`config.mk`:
```
export PLATFORM = sky130hd
export DESIGN_NAME = req_arbiter_8_flat
export DESIGN_NICKNAME = d
export VERILOG_FILES = /design/src/rtl/req_arbiter_8_pkg.sv /design/src/rtl/req_arbiter_8_if.sv /design/src/rtl/req_arbiter_8_pri_enc.sv /design/src/rtl/req_arbiter_8.sv /design/src/flat_wrapper.sv
export SDC_FILE = /design/constraint.sdc
export NUM_CORES = 1
export LEC_CHECK = 0
export BUFFER_PORTS_ARGS = -buffer_cell sky130_fd_sc_hd__buf_2
export CAP_MARGIN = 5
export CORE_MARGIN = 1.5
export CORE_UTILIZATION = 30
export DETAILED_ROUTE_END_ITERATION = 8
export PLACE_DENSITY = 0.58
export RECOVER_POWER = 25
export SLEW_MARGIN = 15
export SYNTH_ARGS = -nofsm -noshare
export SYNTH_HDL_FRONTEND = slang
export SYNTH_SLANG_ARGS = --single-unit
export TNS_END_PERCENT = 1
```
`constraint.sdc`:
```
create_clock -name clk -period 5.5 [get_ports clk]
set_clock_uncertainty 0.15 [all_clocks]
set_input_delay 1.375 -clock clk [delete_from_list [all_inputs] [get_ports clk]]
set_output_delay 1.375 -clock clk [all_outputs]
set_load 0.05 [all_outputs]
```
`src/rtl/req_arbiter_8_pkg.sv`:
```
// Shared types and sizing for the 8-way request arbiter.
// Pure declarations: no latency and no flow control apply here.
// The hold counter width is derived here so every user sizes it the same way.
package arb_pkg;
    localparam int NUM_REQ = 8;
    localparam int ID_W    = 3;

    typedef enum logic {IDLE, GRANT} arb_state_t;

    // Minimum one bit so a disabled timeout still yields a legal vector.
    function automatic int cnt_width(input int max_hold);
        return (max_hold < 1) ? 1 : $clog2(max_hold + 1);
    endfunction
endpackage

```
`src/rtl/req_arbiter_8_if.sv`:
```
// Request/grant bundle between the requesters and the arbiter.
// Wires only, so it adds no latency.
// No backpressure: requests are level-held until granted.
interface req_arbiter_8_if;
    logic [arb_pkg::NUM_REQ-1:0] req;
    logic [arb_pkg::NUM_REQ-1:0] grant;
    logic [arb_pkg::ID_W-1:0]    grant_id;
    logic                        grant_valid;
    logic                        timeout_pulse;

    modport master (output req, input grant, grant_id, grant_valid, timeout_pulse);
    modport slave  (input req, output grant, grant_id, grant_valid, timeout_pulse);
endinterface

```
`src/rtl/req_arbiter_8_pri_enc.sv`:
```
// Highest-set-bit encoder for the arbiter's selection vector.
// Purely combinational, zero latency.
// No backpressure; any flags a non-empty vector.
module arb_pri_enc
    import arb_pkg::*;
(
    input  logic [NUM_REQ-1:0] vec,
    output logic [ID_W-1:0]    id,
    output logic               any
);
    always_comb begin
        id = '0;
        for (int i = 0; i < NUM_REQ; i++) begin
            if (vec[i]) id = ID_W'(i);
        end
    end

    assign any = |vec;
endmodule

```
`src/rtl/req_arbiter_8.sv`:
```
// 8-way arbiter, highest index first (rotating when ARB_ROUND_ROBIN_EN is defined).
// Grant is registered one cycle after an eligible request is sampled in IDLE.
// Holds the owner until it drops req or MAX_HOLD expires; others simply wait.
module req_arbiter_8
    import arb_pkg::*;
#(
    parameter int MAX_HOLD = 16
) (
    input logic            clk,
    input logic            rst_n,
    req_arbiter_8_if.slave bus
);
    localparam int            CW        = cnt_width(MAX_HOLD);
    localparam logic [CW-1:0] HOLD_LAST = CW'(MAX_HOLD == 0 ? 0 : MAX_HOLD - 1);

    arb_state_t          state;
    logic [NUM_REQ-1:0]  grant_q;
    logic [NUM_REQ-1:0]  lockout;
    logic [NUM_REQ-1:0]  elig;
    logic [NUM_REQ-1:0]  enc_in;
    logic [ID_W-1:0]     grant_id_q;
    logic [ID_W-1:0]     enc_id;
    logic [ID_W-1:0]     next_id;
    logic                grant_valid_q;
    logic                timeout_q;
    logic                enc_any;
    logic                timeout_hit;
    logic [CW-1:0]       hold_cnt;

    assign elig        = bus.req & ~lockout;
    assign timeout_hit = (MAX_HOLD != 0) && (hold_cnt == HOLD_LAST);

`ifdef ARB_ROUND_ROBIN_EN
    logic [ID_W-1:0] last_id;

    // Rotate so the previous owner lands at bit 0 (lowest priority); 3-bit index wraps.
    always_comb begin
        enc_in = '0;
        for (int j = 0; j < NUM_REQ; j++) begin
            enc_in[j] = elig[ID_W'(j) + last_id];
        end
    end
    assign next_id = enc_id + last_id;

    always_ff @(posedge clk) begin
        if (!rst_n) begin
            last_id <= '0;
        end else if (state == IDLE && enc_any) begin
            last_id <= next_id;
        end
    end
`else
    assign enc_in  = elig;
    assign next_id = enc_id;
`endif

    arb_pri_enc u_enc (
        .vec (enc_in),
        .id  (enc_id),
        .any (enc_any)
    );

    always_ff @(posedge clk) begin
        if (!rst_n) begin
            state         <= IDLE;
            grant_q       <= '0;
            grant_id_q    <= '0;
            grant_valid_q <= 1'b0;
            timeout_q     <= 1'b0;
            hold_cnt      <= '0;
            lockout       <= '0;
        end else begin
            timeout_q <= 1'b0;
            lockout   <= lockout & bus.req;
            case (state)
                IDLE: begin
                    if (enc_any) begin
                        state         <= GRANT;
                        grant_q       <= NUM_REQ'(1) << next_id;
                        grant_id_q    <= next_id;
                        grant_valid_q <= 1'b1;
                        hold_cnt      <= '0;
                    end
                end
                GRANT: begin
                    // A release on the timeout edge wins: no pulse, no lockout.
                    if (!bus.req[grant_id_q]) begin
                        state         <= IDLE;
                        grant_q       <= '0;
                        grant_valid_q <= 1'b0;
                    end else if (timeout_hit) begin
                        state         <= IDLE;
                        grant_q       <= '0;
                        grant_valid_q <= 1'b0;
                        timeout_q     <= 1'b1;
                        lockout       <= (lockout & bus.req) | (NUM_REQ'(1) << grant_id_q);
                    end else if (MAX_HOLD != 0) begin
                        hold_cnt <= hold_cnt + 1'b1;
                    end
                end
                default: state <= IDLE;
            endcase
        end
    end

    assign bus.grant         = grant_q;
    assign bus.grant_id      = grant_id_q;
    assign bus.grant_valid   = grant_valid_q;
    assign bus.timeout_pulse = timeout_q;
endmodule

```
`src/flat_wrapper.sv`:
```
// flat-port wrapper written by rule: the top's interface ports become plain ports
module req_arbiter_8_flat import arb_pkg::*;
#(
    parameter int MAX_HOLD = 16
)
  (clk, rst_n, bus_req, bus_grant, bus_grant_id, bus_grant_valid, bus_timeout_pulse);
  req_arbiter_8_if bus_i ();
  input logic clk;
  input logic rst_n;
  input wire logic [$bits(bus_i.req)-1:0] bus_req;
  output wire logic [$bits(bus_i.grant)-1:0] bus_grant;
  output wire logic [$bits(bus_i.grant_id)-1:0] bus_grant_id;
  output wire logic [$bits(bus_i.grant_valid)-1:0] bus_grant_valid;
  output wire logic [$bits(bus_i.timeout_pulse)-1:0] bus_timeout_pulse;
  assign bus_i.req = bus_req;
  assign bus_grant = bus_i.grant;
  assign bus_grant_id = bus_i.grant_id;
  assign bus_grant_valid = bus_i.grant_valid;
  assign bus_timeout_pulse = bus_i.timeout_pulse;
  req_arbiter_8 #(.MAX_HOLD(MAX_HOLD)) u_core (.clk(clk), .rst_n(rst_n), .bus(bus_i));
endmodule
```
==> impl_metrics.toml <==
[clocking]
clock_latency_ns = 0.27
cts_resized = 0
postCtsHoldBufs = 0
clock_path_buffers = 2
clock-sinks = 27
cts_setup_buffers = 0
clk_pin_slew_ns = 0.10
cts_tree = "done"
cts_made_buffers = 3
htreeDepth = 1
root_buffer = "clkbuf_8"

[routing]
drt_iter0_markers = 59
avgRoutedWirePerCell_um = 14.5
via_per_inst = 5.30
drc_errors = 0
via_count = 1123
first_pass_iters = 4
antenna_left = 0
wirelength_um = 3070

[floorplan]
num_io_pins = 23
dieArea_mm2 = 0.00495
dieWidth_um = 70.3
rows = 24
core_mm2 = 0.00435
die_h_um = 70.3
start_util = 0.312

[sta]
maxSlewHeadroom = 0.541
setup_tns_ns = 0
tightest_slew_ns = 0.682
clock.fmax_mhz = 348
timing.final.hold_violations = 0
finalMaxSlewViolations = 0
finalCritPeriodShare = 0.522
rsz0062_at_grt = "no"
setup_viol = 0
worst_hold_slack_ns = 0.335
min_period_ns = 2.87

[power_and_ir_drop]
power_leakage_nw = 0.613
p_per_area_mw_per_mm2 = 264
p_total_w = 0.000400
ir_drop_v = 0.000112

[global_routing]
grt_pass1_wl_um = 5130
antenna_found_initial = 0
grt_pass1_vias = 1111
grt_util_all_layers = 0.126
grt_max_degree = 29
grt-ovfl-total = 0

[setup_path]
start_kind = "input port"
crit_path_cell_trace = "clkbuf_1 > nor2b_1 > nor4_1 > nand3_1 > a21boi_4 > a22o_1"
worst_r2r_startpoint = "u_core.bus.grant_id[1]"
reg2reg_slack_ns = 3.26
critPathLaunch = "bus_req[2]"
critPathArrivalTime_ns = 2.94
endpoint_kind = "flip-flop"
timing.rr.end = "u_core.bus.grant[2]"
crit_type = "input port to flip-flop"
cp.required_ns = 5.57
crit_fanout = 7
cp_slowest_cell = "nor4_1"
crit_end = "u_core.bus.grant[2]"
r2r_cells = 5
cpPeakStageDelay_ns = 0.53

[status]
status = "finished clean"

[yosys]
syn-mean-instance-area_um2 = 9.71
synth_area_leaders = "dfxtp_1 40%, nor2b_1 9.2%, a22o_1 4.5%"
yosysWarnings = 0
synth_cell_types = 41
syn_inst = 140
synth.largest_area_cell = "dfxtp_1"
syn_nets = 152
synth_edf_count = 0
ys_ff_latch = 27
synth_top_flop_cell = "dfxtp_1"
async_reset_ff_frac = 0
syn_area_mm2 = 0.00136
synth_top_area_share = 0.397
yosysSeqAreaShare = 0.397

[placement]
gp_congestion = 0.832
portBuffers = 22
place_area_mm2 = 0.00150
dp_hpwl_um = 2260

[min_path]
hp-class = "flip-flop to flip-flop"
hold_path_depth = 2

[layout]
stdcell_area_mm2 = 0.00152
antenna_cells = 0
mostFrequentLayoutCells = "27 x dfxtp_1, 20 x nor2b_1, 16 x buf_2"
mostFrequentLayoutCell = "dfxtp_1"
syn2layout_area_growth_pct = 11.4
final_core_util = 0.348
nets = 173
drive_above_1_share = 0.150

[flow_run]
maxCapViolCount = 0
final cells by class:
type,instances,area (um2)
Clock buffer,3,41.3
Clock inverter,1,7.51
Fill cell,456,2840
Inverter,3,11.3
Multi-Input combinational cell,104,747
Sequential cell,27,541
Tap cell,52,65.1
Timing Repair Buffer,22,103
metrics by stage:
stage / instances / setup WS [ns]
after floorplan: 140 / 2.81
after global placement: 208 / 2.52
after detailed placement: 208 / 2.51
after CTS: 212 / 2.73
after global routing: 212 / 2.51
final: 212 / 2.63
sequential cells by signal, indices dropped and copies added (netlist names):
| register | cells |
|---|---|
| u_core.bus.grant_id | 3 |
| u_core.bus.grant | 8 |
| u_core.bus.grant_valid | 1 |
| u_core.lockout | 8 |
| u_core.state | 1 |
| u_core.hold_cnt | 5 |
| u_core.bus.timeout_pulse | 1 |
synthesized netlist by cell type (2+ instances only):
master,count
clkbuf_1,4
dfxtp_1,27
nor4_2,2
inv_1,3
and2_1,4
o21a_1,2
and3_1,4
mux2i_1,5
nand2b_1,3
ha_1,2
o21ai_0,4
a21oi_1,3
a22o_1,7
a32o_1,2
nor2b_1,20
a22oi_1,6
nand2_1,8
nand3_1,3
nor2_1,7
o211a_1,3
cell families after synthesis:
kind of cell               after synthesis  synth area share
adders and majority gates                2            0.0184
AOI/OAI and AO/OA                       39             0.246
muxes                                    5            0.0368
and+or+nand+nor                         58             0.270
buffers and inverters                    9            0.0313
DFF                                     27             0.397
worst min path at each step:
stage,startpoint,endpoint,slack (ns)
6_report,u_core.hold_cnt[1],u_core.hold_cnt[1],0.34
5_1_grt,u_core.hold_cnt[1],u_core.hold_cnt[1],0.37
4_1_cts,u_core.hold_cnt[1],u_core.hold_cnt[1],0.34
3_5_place_dp,u_core.bus.grant[0],u_core.bus.grant[0],0.31
3_3_place_gp,u_core.bus.grant[6],u_core.bus.grant[6],0.31
2_1_floorplan,u_core.hold_cnt[1],u_core.hold_cnt[1],0.30
worst max-delay path: cells and delay by family:
family,cells,cell delay (ns)
AOI/OAI and AO/OA,2,0.49
buffers and inverters,1,0.11
and+or+nand+nor,3,0.97
where the power goes:
group / total [W] / internal, W / switching, W
logic: 0.0000702 / 0.0000242 / 0.0000460
clock network: 0.000118 / 0.0000514 / 0.0000670
registers: 0.000212 / 0.000202 / 0.00000996
metal layers:
metal  up-vias  wire, um  GRT usage
met4         0        52     0.0513
met2        12      1520      0.217
met1       547      1400      0.151
li1        558         -          -
met5         -         0          0
met3         6        86     0.0289
No activity file was read; power rests on OpenSTA's default activity.
